==> src/rtl/demux_pkg.sv <==
`default_nettype none
// ============================================================================
//  Module   : demux_pkg
//  Purpose  : Shared constants and helpers for the 1-to-2 buffered demux.
//             DEF_WIDTH / DEF_DEPTH are the default word width and per-port
//             buffer depth; CNT_W is the width of the per-port transfer
//             counters, which saturate rather than wrap.
//  Revision : 1.0  initial release
// ============================================================================
package demux_pkg;

   localparam int DEF_WIDTH = 5;
   localparam int DEF_DEPTH = 2;
   localparam int CNT_W     = 8;

   localparam logic [CNT_W-1:0] CNT_MAX = '1;

   // Saturating increment: holds at CNT_MAX instead of rolling over to 0.
   function automatic logic [CNT_W-1:0] sat_inc(input logic [CNT_W-1:0] cnt);
      return (cnt == CNT_MAX) ? cnt : cnt + CNT_W'(1);
   endfunction

endpackage
`default_nettype wire

==> src/rtl/fifo_2entry.sv <==
`default_nettype none
// ============================================================================
//  Module   : fifo_2entry
//  Purpose  : DEPTH-entry synchronous FIFO with registered storage. The head
//             word is read straight from storage, so there is no
//             combinational path from wdata to head.
//  Ports    : clk, rst_n (async assert, active-low)
//             push, wdata       - write request; ignored when full
//             pop               - remove head; ignored when empty
//             full, empty, head - status and current head word
//  Revision : 1.0  initial release
// ============================================================================
module fifo_2entry
   import demux_pkg::*;
#(
   parameter int WIDTH = DEF_WIDTH,
   parameter int DEPTH = DEF_DEPTH
) (
   input  logic             clk,
   input  logic             rst_n,
   input  logic             push,
   input  logic [WIDTH-1:0] wdata,
   input  logic             pop,
   output logic             full,
   output logic             empty,
   output logic [WIDTH-1:0] head
);

   localparam int PTR_W = (DEPTH > 1) ? $clog2(DEPTH) : 1;
   localparam int OCC_W = $clog2(DEPTH + 1);

   localparam logic [PTR_W-1:0] LAST_PTR = PTR_W'(DEPTH - 1);
   localparam logic [OCC_W-1:0] FULL_OCC = OCC_W'(DEPTH);

   logic [WIDTH-1:0] mem_q [DEPTH];
   logic [WIDTH-1:0] mem_d [DEPTH];
   logic [PTR_W-1:0] wr_ptr_q, wr_ptr_d;
   logic [PTR_W-1:0] rd_ptr_q, rd_ptr_d;
   logic [OCC_W-1:0] occ_q, occ_d;
   logic             do_push;
   logic             do_pop;

   // Pointers wrap explicitly so non-power-of-two depths also work.
   function automatic logic [PTR_W-1:0] ptr_next(input logic [PTR_W-1:0] p);
      return (p == LAST_PTR) ? '0 : p + PTR_W'(1);
   endfunction

   assign full  = (occ_q == FULL_OCC);
   assign empty = (occ_q == '0);
   assign head  = mem_q[rd_ptr_q];

   always_comb begin
      do_push  = push && !full;
      do_pop   = pop && !empty;
      mem_d    = mem_q;
      wr_ptr_d = wr_ptr_q;
      rd_ptr_d = rd_ptr_q;
      occ_d    = occ_q;

      // Storage is written only on a push, so a stale head stays stable.
      if (do_push) begin
         mem_d[wr_ptr_q] = wdata;
         wr_ptr_d        = ptr_next(wr_ptr_q);
      end
      if (do_pop) begin
         rd_ptr_d = ptr_next(rd_ptr_q);
      end

      case ({do_push, do_pop})
         2'b10:   occ_d = occ_q + OCC_W'(1);
         2'b01:   occ_d = occ_q - OCC_W'(1);
         default: occ_d = occ_q;
      endcase
   end

   always_ff @(posedge clk or negedge rst_n) begin
      if (!rst_n) begin
         for (int i = 0; i < DEPTH; i++) begin
            mem_q[i] <= '0;
         end
         wr_ptr_q <= '0;
         rd_ptr_q <= '0;
         occ_q    <= '0;
      end else begin
         mem_q    <= mem_d;
         wr_ptr_q <= wr_ptr_d;
         rd_ptr_q <= rd_ptr_d;
         occ_q    <= occ_d;
      end
   end

endmodule
`default_nettype wire

==> src/rtl/demux_5bit_1to2.sv <==
`default_nettype none
// ============================================================================
//  Module   : demux_5bit_1to2
//  Purpose  : Buffered 1-to-2 demultiplexer. A word offered on data_in is
//             routed by sel into the port-1 (sel=0) or port-2 (sel=1) FIFO.
//             Each output port is a valid/ready interface with a saturating
//             count of completed transfers.
//  Ports    : clk, rst_n (async assert, active-low)
//             data_in, sel, in_valid, in_ready   - input handshake
//             data_out1/2, out_valid1/2,
//             out_ready1/2                       - output handshakes
//             xfer_cnt1/2                        - per-port transfer counts
//  Revision : 1.0  initial release
// ============================================================================
module demux_5bit_1to2
   import demux_pkg::*;
#(
   parameter int WIDTH = DEF_WIDTH,
   parameter int DEPTH = DEF_DEPTH
) (
   input  logic             clk,
   input  logic             rst_n,
   input  logic [WIDTH-1:0] data_in,
   input  logic             sel,
   input  logic             in_valid,
   output logic             in_ready,
   output logic [WIDTH-1:0] data_out1,
   output logic [WIDTH-1:0] data_out2,
   output logic             out_valid1,
   output logic             out_valid2,
   input  logic             out_ready1,
   input  logic             out_ready2,
   output logic [CNT_W-1:0] xfer_cnt1,
   output logic [CNT_W-1:0] xfer_cnt2
);

   logic             full1, full2;
   logic             empty1, empty2;
   logic             accept;
   logic             push1, push2;
   logic             pop1, pop2;
   logic [CNT_W-1:0] xfer_cnt1_q, xfer_cnt1_d;
   logic [CNT_W-1:0] xfer_cnt2_q, xfer_cnt2_d;

   // Readiness reflects the addressed buffer only, so a full port never
   // blocks traffic headed to the other port. Full status is registered,
   // so a pop frees space for the next cycle, not the current one.
   assign in_ready   = sel ? !full2 : !full1;
   assign accept     = in_valid && in_ready;
   assign push1      = accept && !sel;
   assign push2      = accept && sel;

   assign out_valid1 = !empty1;
   assign out_valid2 = !empty2;
   assign pop1       = out_valid1 && out_ready1;
   assign pop2       = out_valid2 && out_ready2;

   assign xfer_cnt1  = xfer_cnt1_q;
   assign xfer_cnt2  = xfer_cnt2_q;

   always_comb begin
      xfer_cnt1_d = xfer_cnt1_q;
      xfer_cnt2_d = xfer_cnt2_q;
      if (pop1) begin
         xfer_cnt1_d = sat_inc(xfer_cnt1_q);
      end
      if (pop2) begin
         xfer_cnt2_d = sat_inc(xfer_cnt2_q);
      end
   end

   always_ff @(posedge clk or negedge rst_n) begin
      if (!rst_n) begin
         xfer_cnt1_q <= '0;
         xfer_cnt2_q <= '0;
      end else begin
         xfer_cnt1_q <= xfer_cnt1_d;
         xfer_cnt2_q <= xfer_cnt2_d;
      end
   end

   fifo_2entry #(
      .WIDTH (WIDTH),
      .DEPTH (DEPTH)
   ) u_fifo1 (
      .clk   (clk),
      .rst_n (rst_n),
      .push  (push1),
      .wdata (data_in),
      .pop   (pop1),
      .full  (full1),
      .empty (empty1),
      .head  (data_out1)
   );

   fifo_2entry #(
      .WIDTH (WIDTH),
      .DEPTH (DEPTH)
   ) u_fifo2 (
      .clk   (clk),
      .rst_n (rst_n),
      .push  (push2),
      .wdata (data_in),
      .pop   (pop2),
      .full  (full2),
      .empty (empty2),
      .head  (data_out2)
   );

endmodule
`default_nettype wire

==> config.mk <==
export PLATFORM = sky130hd
export DESIGN_NAME = demux_5bit_1to2
export DESIGN_NICKNAME = d
export VERILOG_FILES = /design/src/rtl/demux_pkg.sv /design/src/rtl/fifo_2entry.sv /design/src/rtl/demux_5bit_1to2.sv
export SDC_FILE = /design/constraint.sdc
export NUM_CORES = 1
export LEC_CHECK = 0
export CAP_MARGIN = 30
export CORE_ASPECT_RATIO = 1.5
export CORE_MARGIN = 2
export CORE_UTILIZATION = 63
export CTS_CLUSTER_SIZE = 12
export DETAILED_ROUTE_END_ITERATION = 12
export DONT_BUFFER_PORTS = 1
export GPL_TIMING_DRIVEN = 0
export HOLD_SLACK_MARGIN = 0.12
export PLACE_DENSITY = 0.79
export SLEW_MARGIN = 20
export SYNTH_ARGS = -nofsm -noshare
export SYNTH_HDL_FRONTEND = slang
export SYNTH_SLANG_ARGS = --single-unit
==> constraint.sdc <==
create_clock -name clk -period 2.1 [get_ports clk]
set_input_delay 0.525 -clock clk [delete_from_list [all_inputs] [get_ports clk]]
set_output_delay 0.525 -clock clk [all_outputs]
set_load 0.03 [all_outputs]
# Word-level counts from Yosys, hierarchy flattened
# Index checks and enable logic that the tools add are counted.
dict set report word_totals {
  word_cells 83
  ff_bits 44
  out_inout_bits 29
  input_bits 11
}
dict set report op_classes {
  n_eq_ne 8
  magnitude_cmp 6
  reduce_logical 22
  bitwise_logic 6
  n_mux 19
  n_addsub 10
}
# operator n
set ops {}
lappend ops {{$mux W5} 8}
lappend ops {{$bwmux W10} 2}
lappend ops {{$add A8 B1 Y8 const B} 2}
lappend ops {{$eq A8 B8 Y1 const B} 2}
lappend ops {{$logic_and A1 B1 Y1} 11}
lappend ops {{$demux W5 S1} 2}
lappend ops {{$eq A2 B2 Y1 const B} 4}
lappend ops {{$ge A2 B2 Y1 const B} 4}
lappend ops {{$not A1 Y2} 4}
lappend ops {{$pmux W2 S2} 2}
lappend ops {{$logic_not A1 Y1} 5}
lappend ops {{$mux W1} 5}
lappend ops {{$add A1 B1 Y1 const B} 4}
lappend ops {{$add A2 B1 Y2 const B} 2}
lappend ops {{$eq A2 B1 Y1 const B} 2}
lappend ops {{$logic_not A2 Y1} 2}
lappend ops {{$lt A2 B1 Y1 const B} 2}
lappend ops {{$reduce_and A2 Y1} 2}
lappend ops {{$reduce_bool A2 Y1} 2}
lappend ops {{$sub A2 B1 Y2 const B} 2}
lappend ops {{$not A1 Y1} 2}

# Logic depth before layout (Yosys ltp)
# Gate-level depths: netlist of the first run.
dict set report depth {
  ltp_word 8
  ltp_mapped 6
  mapped_depth_nobuf 6
}

# Cells and area by module
# From an unflattened synthesis of the first run, not the netlist that was laid out.
dict set report hier_totals {
  hier_cells 165
  hier_area_um2 2118.3
}
# mod cells_per_inst seq_area_each_um2 n_inst area_per_inst_um2
set modules_own_cells {}
lappend modules_own_cells {fifo_2entry 45 350.3 2 645.6}
lappend modules_own_cells {demux_5bit_1to2 75 400.4 1 827.0}

# Worst setup path before layout of the first run
# Ideal clock, no wire load.
dict set report synth_path {
  path_kind {flip-flop to flip-flop}
  from {register xfer_cnt2_q[0] (netlist: xfer_cnt2[0])}
  to {register xfer_cnt2_q[1] (netlist: xfer_cnt2[1])}
  stages_incl_launch_ff 5
  required_ns 1.975
  period_less_slack_ns 1.658
  setup_ns 0.125
  arrival_time_ns 1.533
  slack_ns 0.442
  path_buffers 0
  path_cell_list {dfrtp_1 > ha_1 > nand3_2 > o21ai_4 > mux2_2}
}
dict set report synth_between {
  elab_chain_cells 3
  elab_cells_between_ends 4
  classes_between {add/sub: 1; eq/ne: 1; bitwise: 1; reduce/logical: 1}
}
# item line
set synth_rtl {}
lappend synth_rtl {{start: declaration} demux_5bit_1to2.sv:43} ;# logic [CNT_W-1:0] xfer_cnt2_q, xfer_cnt2_d;
lappend synth_rtl {{start signal: assignment} demux_5bit_1to2.sv:78} ;# xfer_cnt2_q <= xfer_cnt2_d;
lappend synth_rtl {{parallel branches: the longest is 3 deep, another holds $add A8 B1 Y8} -}
# Parallel ways; which one is timed is not known.
# A chain may end at the register's enable or synchronous reset.

# Worst setup path in the final report of the first run
dict set report layout_path {
  from {register u_fifo2.rd_ptr_q}
  to {output port data_out2[3]}
}
dict set report layout_between {
  elab_chain_cells 4
}
# item line
set layout_rtl {}
lappend layout_rtl {{start: declaration} fifo_2entry.sv:38} ;# logic [PTR_W-1:0] rd_ptr_q, rd_ptr_d;
lappend layout_rtl {{start signal: assignment} fifo_2entry.sv:87} ;# rd_ptr_q <= rd_ptr_d;
lappend layout_rtl {{$not A1 Y2 (implied by the code)} fifo_2entry.sv:50} ;# assign head = mem_q[rd_ptr_q];
lappend layout_rtl {{$mux W5 (implied by the code) (3 in a row)} fifo_2entry.sv:50}
lappend layout_rtl {{end: declaration} demux_5bit_1to2.sv:28} ;# output logic [WIDTH-1:0] data_out2,
# Every way passes these cells. The select of a mux whose other input is x is not followed.

==> impl_metrics.csv, run 1 <==
group,metric,value,unit
worst_setup_path,required,1570,ps
sta,period_share,90.5,%
finish,finalInstanceArea,0.00225,mm^2
grt,grt_max_degree,45,
worst_setup_path,crit_arrival,1370,ps
finish,area_growth,8.20,%
clock_network,insertion_delay,280,ps
power_and_ir_drop,power.share.switching,44.0,%
place,placed_area,0.00213,mm^2
clock_network,cts_setup_buffers,0,
clock_network,h-tree-depth,2,
routing,drt_pre_antenna_iters,2,
synth,synthTopCellsByCount,"dfrtp_1 (44), mux2_2 (32), xor2_1 (16), nor2_1 (8), xnor2_1 (8)",
floorplanning,start_util,65.7,%
clock_network,cts_inserted_buffers,5,
sta,setup_viol,0,
run_status,outcome,"complete, no violations",
worst_setup_path,critPathBufInv,1,
floorplanning,die_w,50.9,um
synth,yosysTopAreaCell,"dfrtp_1",
sta,finalHoldViolations,0,
sta,tightest_slew,439,ps
power_and_ir_drop,p_comb_share,39.0,%
floorplanning,coreArea,0.00316,mm^2
sta,final.setup.tns,0,ps
worst_setup_path,critical_path.cell_chain,"clkbuf_1, mux2_2",
floorplanning,io_pins,40,
grt,antenna_found_initial,0,
power_and_ir_drop,p_leak,0.000979,uW
hold_path,hold_path_class,"in -> reg",
synth,yosys.cell_types.count,26,
worst_setup_path,path_class,"reg -> out",
routing,wl,3.41,mm
routing,ant_nets,0,
grt,overflow,0,
sta,rsz0062_at_grt,"false",
clock_network,cts_tree,"yes",
worst_setup_path,slowest_stage,"mux2_2",
routing,vias,1119,
floorplanning,core.rowCount,25,
sta,finalClockSkew,3.14,ps
synth,syn_inst,149,
synth,avgSynthCellArea,13.9,um^2
grt,grt_pass1_wl,5.66,mm
sta,max_freq,0.526,GHz
finish,nFillCells,224,
clock_network,path_clk_slew,70,ps
floorplanning,die_y,74.3,um
synth,synth.area.top_cells,"dfrtp_1 (53%), mux2_2 (17%), xor2_1 (6.8%)",
power_and_ir_drop,ir_drop,1140,uV
finish,diodes,0,
sta,drv_slew,0,
synth,yosysWarnings,0,
worst_setup_path,max_stage_delay,480,ps
power_and_ir_drop,power.switching,1680,uW
finish,layout-drive-gt1-share,36.5,%
job,max_cap_viol_count,0,
worst_setup_path,worstPathMaxFanout,6,
synth,synth_most_common_cell,"dfrtp_1",
grt,grtUsageTotal,20.6,%
worst_setup_path,cp-end-kind,"primary output",
power_and_ir_drop,seqPwrFrac,47.5,%
synth,synthFlopType,"dfrtp_1",
synth,syn_nets,164,
power_and_ir_drop,power.density,1700,mW/mm^2
clock_network,cts_buffer_depth,2,
routing,post_drt_via_cell_ratio,5.62,
routing,drt-initial-drc-count,7,
routing,drt_drc_violations_left,0,
synth,netlist.area_leader.share,53.0,%
synth,synth_edf_count,0,
place,numPortBuffers,0,
synth,synth_area,0.00208,mm^2
power_and_ir_drop,p_int,2140,uW
sta,maxSlewHeadroom,70.7,%
worst_setup_path,cp-start-kind,"flop",
power_and_ir_drop,clkPwrFrac,13.5,%
worst_setup_path,crit_family,"multiplexers",
synth,ys_seq_elements,44,
synth,synth-seq-area-share,53.0,%
floorplanning,dieArea,0.00378,mm^2
place,dpl.hpwl,2.51,mm
synth,synthArstFlopShare,100,%
place,gp_congestion,0.689,
finish,nets,173,
clock_network,cts_root_buffer,"clkbuf_8",
routing,routedWlPerCell,17.2,um
clock_network,cts.sinks,44,
sta,min_period,1900,ps
grt,grt_pass1_vias,1190,
## cell families after synthesis
logic type               count (synthesis)  synth area share [%]
XOR/XNOR                                24                  10.1
AO/OA/AOI/OAI                            4                  2.71
AND/OR/NAND/NOR                         36                  13.1
multiplexers                            33                  17.9
adder cells (fa/ha/maj)                  4                  2.41
flip-flops                              44                  53.0
buffers and inverters                    4                 0.724
## flip-flops by register name, indices dropped and copies added (netlist names)
signal            cells
xfer_cnt1             8
u_fifo2.mem_q        10
u_fifo1.wr_ptr_q      1
u_fifo2.occ_q         2
u_fifo2.rd_ptr_q      1
u_fifo1.occ_q         2
u_fifo1.mem_q        10
xfer_cnt2             8
u_fifo2.wr_ptr_q      1
u_fifo1.rd_ptr_q      1
## power groups by stage
stage | Combinational (uW) | Clock [uW] | Sequential [uW]
finish | 1490 | 516 | 1820
global route | 1610 | 580 | 1880
CTS | 1510 | 543 | 1820
detailed placement | 1480 | 0 | 1840
global placement | 1430 | 0 | 1800
floorplan | 1330 | 0 | 1750
## area by class of cell
class                           count  area, um^2  share of cell area (%)
Buffer                              2        7.51                   0.334
Timing Repair Buffer                2        30.0                    1.34
Sequential cell                    44        1100                    49.0
Multi-Input combinational cell    101         960                    42.7
Inverter                            2        7.51                   0.334
Tap cell                           40        50.0                    2.23
Clock buffer                        8        90.1                    4.01
## per-layer routing
layer | global-route usage, % | wire [um]
met4 | 7.21 | 36
met3 | 7.63 | 208
met5 | 0 | 0
met1 | 22.5 | 1300
met2 | 36.8 | 1870
## repair_timing
item                      in CTS  in global routing
resized for setup              0                  0
hold endpoints to repair      44                  0
hold buffers                   2                  0
## worst paths after layout
| kind | from | to | slack [ps] | cells past startpoint |
|---|---|---|---|---|
| worst min register to register | u_fifo2.mem_q[7] | u_fifo2.mem_q[7] | 510 | 1 |
| min in group asynchronous | rst_n | xfer_cnt2[5] | 720 | 2 |
| worst min-delay path | data_in[4] | u_fifo1.mem_q[4] | 390 | 1 |
| worst max-delay path | u_fifo2.rd_ptr_q | data_out2[3] | 200 | 2 |
| max in group asynchronous | rst_n | u_fifo1.mem_q[0] | 1180 | 2 |
| worst max register to register | xfer_cnt2[0] | xfer_cnt2[1] | 330 | 4 |
## metrics by stage
stage | total power (uW) | instances | setup WS [ps] | hold slack, ps | util, %
after floorplan | 3080 | 149 | 442 | 229 | -
after global placement | 3230 | 189 | 366 | 230 | 67.3
final | 3830 | 199 | 201 | 389 | 71.1
after CTS | 3880 | 199 | 179 | 378 | 71.1
after global routing | 4070 | 199 | 106 | 372 | 71.1
after detailed placement | 3320 | 189 | 333 | 230 | 67.3
## cells in the final DEF (no fill, tap or decap), drive strengths merged, types with 4 or more instances in the layout
| master | count |
|---|---|
| mux2 | 33 |
| xnor2 | 8 |
| nand2 | 6 |
| xor2 | 16 |
| clkbuf | 10 |
| nor2 | 10 |
| nor3 | 4 |
| ha | 4 |
| nand3 | 5 |
| dfrtp | 44 |
## worst register-to-register path, cell delays in order, from the launching register on
cell and delay, ps:
dfrtp_1 570, ha_1 260, nand3_2 130, o21ai_4 330, mux2_2 370
Power figures use the tool's default switching activity.
==> inputs of run 2 (changes only) <==
--- a/config.mk
+++ b/config.mk
@@ -8,13 +8,13 @@
 export CAP_MARGIN = 30
 export CORE_ASPECT_RATIO = 1.5
 export CORE_MARGIN = 2
-export CORE_UTILIZATION = 63
+export CORE_UTILIZATION = 65
 export CTS_CLUSTER_SIZE = 12
 export DETAILED_ROUTE_END_ITERATION = 12
 export DONT_BUFFER_PORTS = 1
 export GPL_TIMING_DRIVEN = 0
 export HOLD_SLACK_MARGIN = 0.12
-export PLACE_DENSITY = 0.79
+export PLACE_DENSITY = 0.81
 export SLEW_MARGIN = 20
 export SYNTH_ARGS = -nofsm -noshare
 export SYNTH_HDL_FRONTEND = slang
==> impl_metrics.csv, run 2 (synthesized netlist as in run 1, its figures left out) <==
group,metric,value,unit
floorplanning,die_y,73.2,um
floorplanning,start_util,67.0,%
place,dpl.hpwl,2.57,mm
grt,grtUsageTotal,22.2,%
power_and_ir_drop,p_comb_share,39.5,%
sta,max_freq,0.515,GHz
clock_network,cts_root_buffer,"clkbuf_8",
clock_network,cts_tree,"yes",
routing,vias,1161,
place,gp_congestion,0.756,
sta,rsz0062_at_grt,"false",
place,dp.cells,189,
finish,nets,173,
place,numPortBuffers,0,
routing,drt-initial-drc-count,29,
clock_network,cts.sinks,44,
floorplanning,coreArea,0.00310,mm^2
sta,finalClockSkew,5.56,ps
worst_setup_path,cp-start-kind,"flop",
power_and_ir_drop,clkPwrFrac,12.5,%
worst_setup_path,critPathLaunch,"u_fifo2.rd_ptr_q",
worst_setup_path,timing.rr.start,"xfer_cnt2[0]",
finish,layout-drive-gt1-share,36.7,%
worst_setup_path,required,1570,ps
finish,nFillCells,204,
floorplanning,dieArea,0.00367,mm^2
power_and_ir_drop,p_leak,0.000975,uW
sta,tightest_slew,438,ps
floorplanning,die_w,50.1,um
worst_setup_path,cp-end-kind,"primary output",
power_and_ir_drop,power.density,1700,mW/mm^2
worst_setup_path,timing.reg2reg.setup_slack,340,ps
power_and_ir_drop,power.switching,1700,uW
clock_network,cts_buffer_depth,2,
finish,final_common_cell,"dfrtp_1",
worst_setup_path,path_class,"reg -> out",
grt,grt_max_degree,45,
routing,routedWlPerCell,17.5,um
sta,maxSlewHeadroom,70.8,%
grt,grt_pass1_vias,1274,
grt,grt_pass1_wl,6.00,mm
clock_network,h-tree-depth,2,
hold_path,min-delay-start,"data_in[0]",
finish,layout_common_cells,"dfrtp_1 (44), mux2_2 (32), xor2_1 (16)",
routing,post_drt_via_cell_ratio,5.86,
worst_setup_path,crit_arrival,1420,ps
clock_network,insertion_delay,280,ps
finish,diodes,0,
clock_network,path_clk_slew,80,ps
finish,area_growth,7.59,%
routing,drt_drc_violations_left,0,
finish,layout.cells.non_filler,198,
finish,top_regs,"u_fifo1.mem_q (10), u_fifo2.mem_q (10)",
clock_network,cts_inserted_buffers,5,
power_and_ir_drop,seqPwrFrac,48.0,%
floorplanning,io_pins,40,
worst_setup_path,worstPathMaxFanout,6,
grt,antenna_found_initial,0,
run_status,outcome,"complete, no violations",
sta,drv_slew,0,
grt,overflow,0,
floorplanning,core.rowCount,25,
sta,period_share,92.4,%
routing,drt_pre_antenna_iters,4,
sta,finalHoldViolations,0,
sta,final.setup.tns,0,ps
power_and_ir_drop,ir_drop,1010,uV
sta,setup_viol,0,
power_and_ir_drop,p_int,2100,uW
routing,ant_nets,0,
sta,min_period,1940,ps
routing,wl,3.46,mm
job,max_cap_viol_count,0,
hold_path,hold_path_class,"in -> reg",
power_and_ir_drop,power.share.switching,44.7,%
[run 2: area by class of cell]
type	instances	area [um^2]	share of cell area [%]
Tap cell	40	50.0	2.24
Clock inverter	1	5.00	0.224
Buffer	2	7.51	0.336
Clock buffer	6	72.6	3.25
Sequential cell	44	1100	49.3
Inverter	2	7.51	0.336
Multi-Input combinational cell	101	960	43.0
Timing Repair Buffer	2	30.0	1.34
[run 2: layer usage]
metal	track usage, %	vias to the layer above	share of wire [%]
met2	37.6	24	55
li1	-	529	-
met4	10.2	0	0.84
met5	0	-	0
met3	5.74	2	3.8
met1	26.2	606	41
[run 2: power groups by stage]
stage	clock network [uW]	logic [uW]	registers (uW)
5_1_grt	534	1640	1880
3_5_place_dp	0	1500	1840
4_1_cts	504	1530	1820
3_3_place_gp	0	1450	1800
6_report	477	1500	1820
2_1_floorplan	0	1330	1750
[run 2: timing repair]
action | CTS | global route
buffers inserted | 0 | 0
hold buffers | 2 | 0
gates resized for setup | 0 | 0
endpoints found under the hold margin | 44 | 0
[run 2: worst max-delay path, cell delays in order (launching register included)]
cell and delay (ps):
dfrtp_1 330, clkbuf_1 330, mux2_2 480
[run 2: worst paths after layout]
kind                       cells after the start               end
hold / removal                                 1  u_fifo2.mem_q[5]
hold reg to reg                                1  u_fifo1.mem_q[3]
setup / recovery                               2      data_out2[3]
max in group asynchronous                      2  u_fifo1.mem_q[1]
min in group asynchronous                      2      xfer_cnt2[7]
setup reg to reg                               4      xfer_cnt2[1]
[run 2: stage by stage]
stage | utilization [%] | area [um^2] | power (uW) | worst slack (ps) | hold slack (ps)
after floorplan | - | 2080 | 3080 | 442 | 229
final | 72.1 | 2230 | 3800 | 159 | 387
after global placement | 68.6 | 2130 | 3250 | 363 | 230
after detailed placement | 68.6 | 2130 | 3340 | 338 | 230
after global routing | 72.1 | 2230 | 4050 | 70.5 | 365
after CTS | 72.1 | 2230 | 3860 | 128 | 369
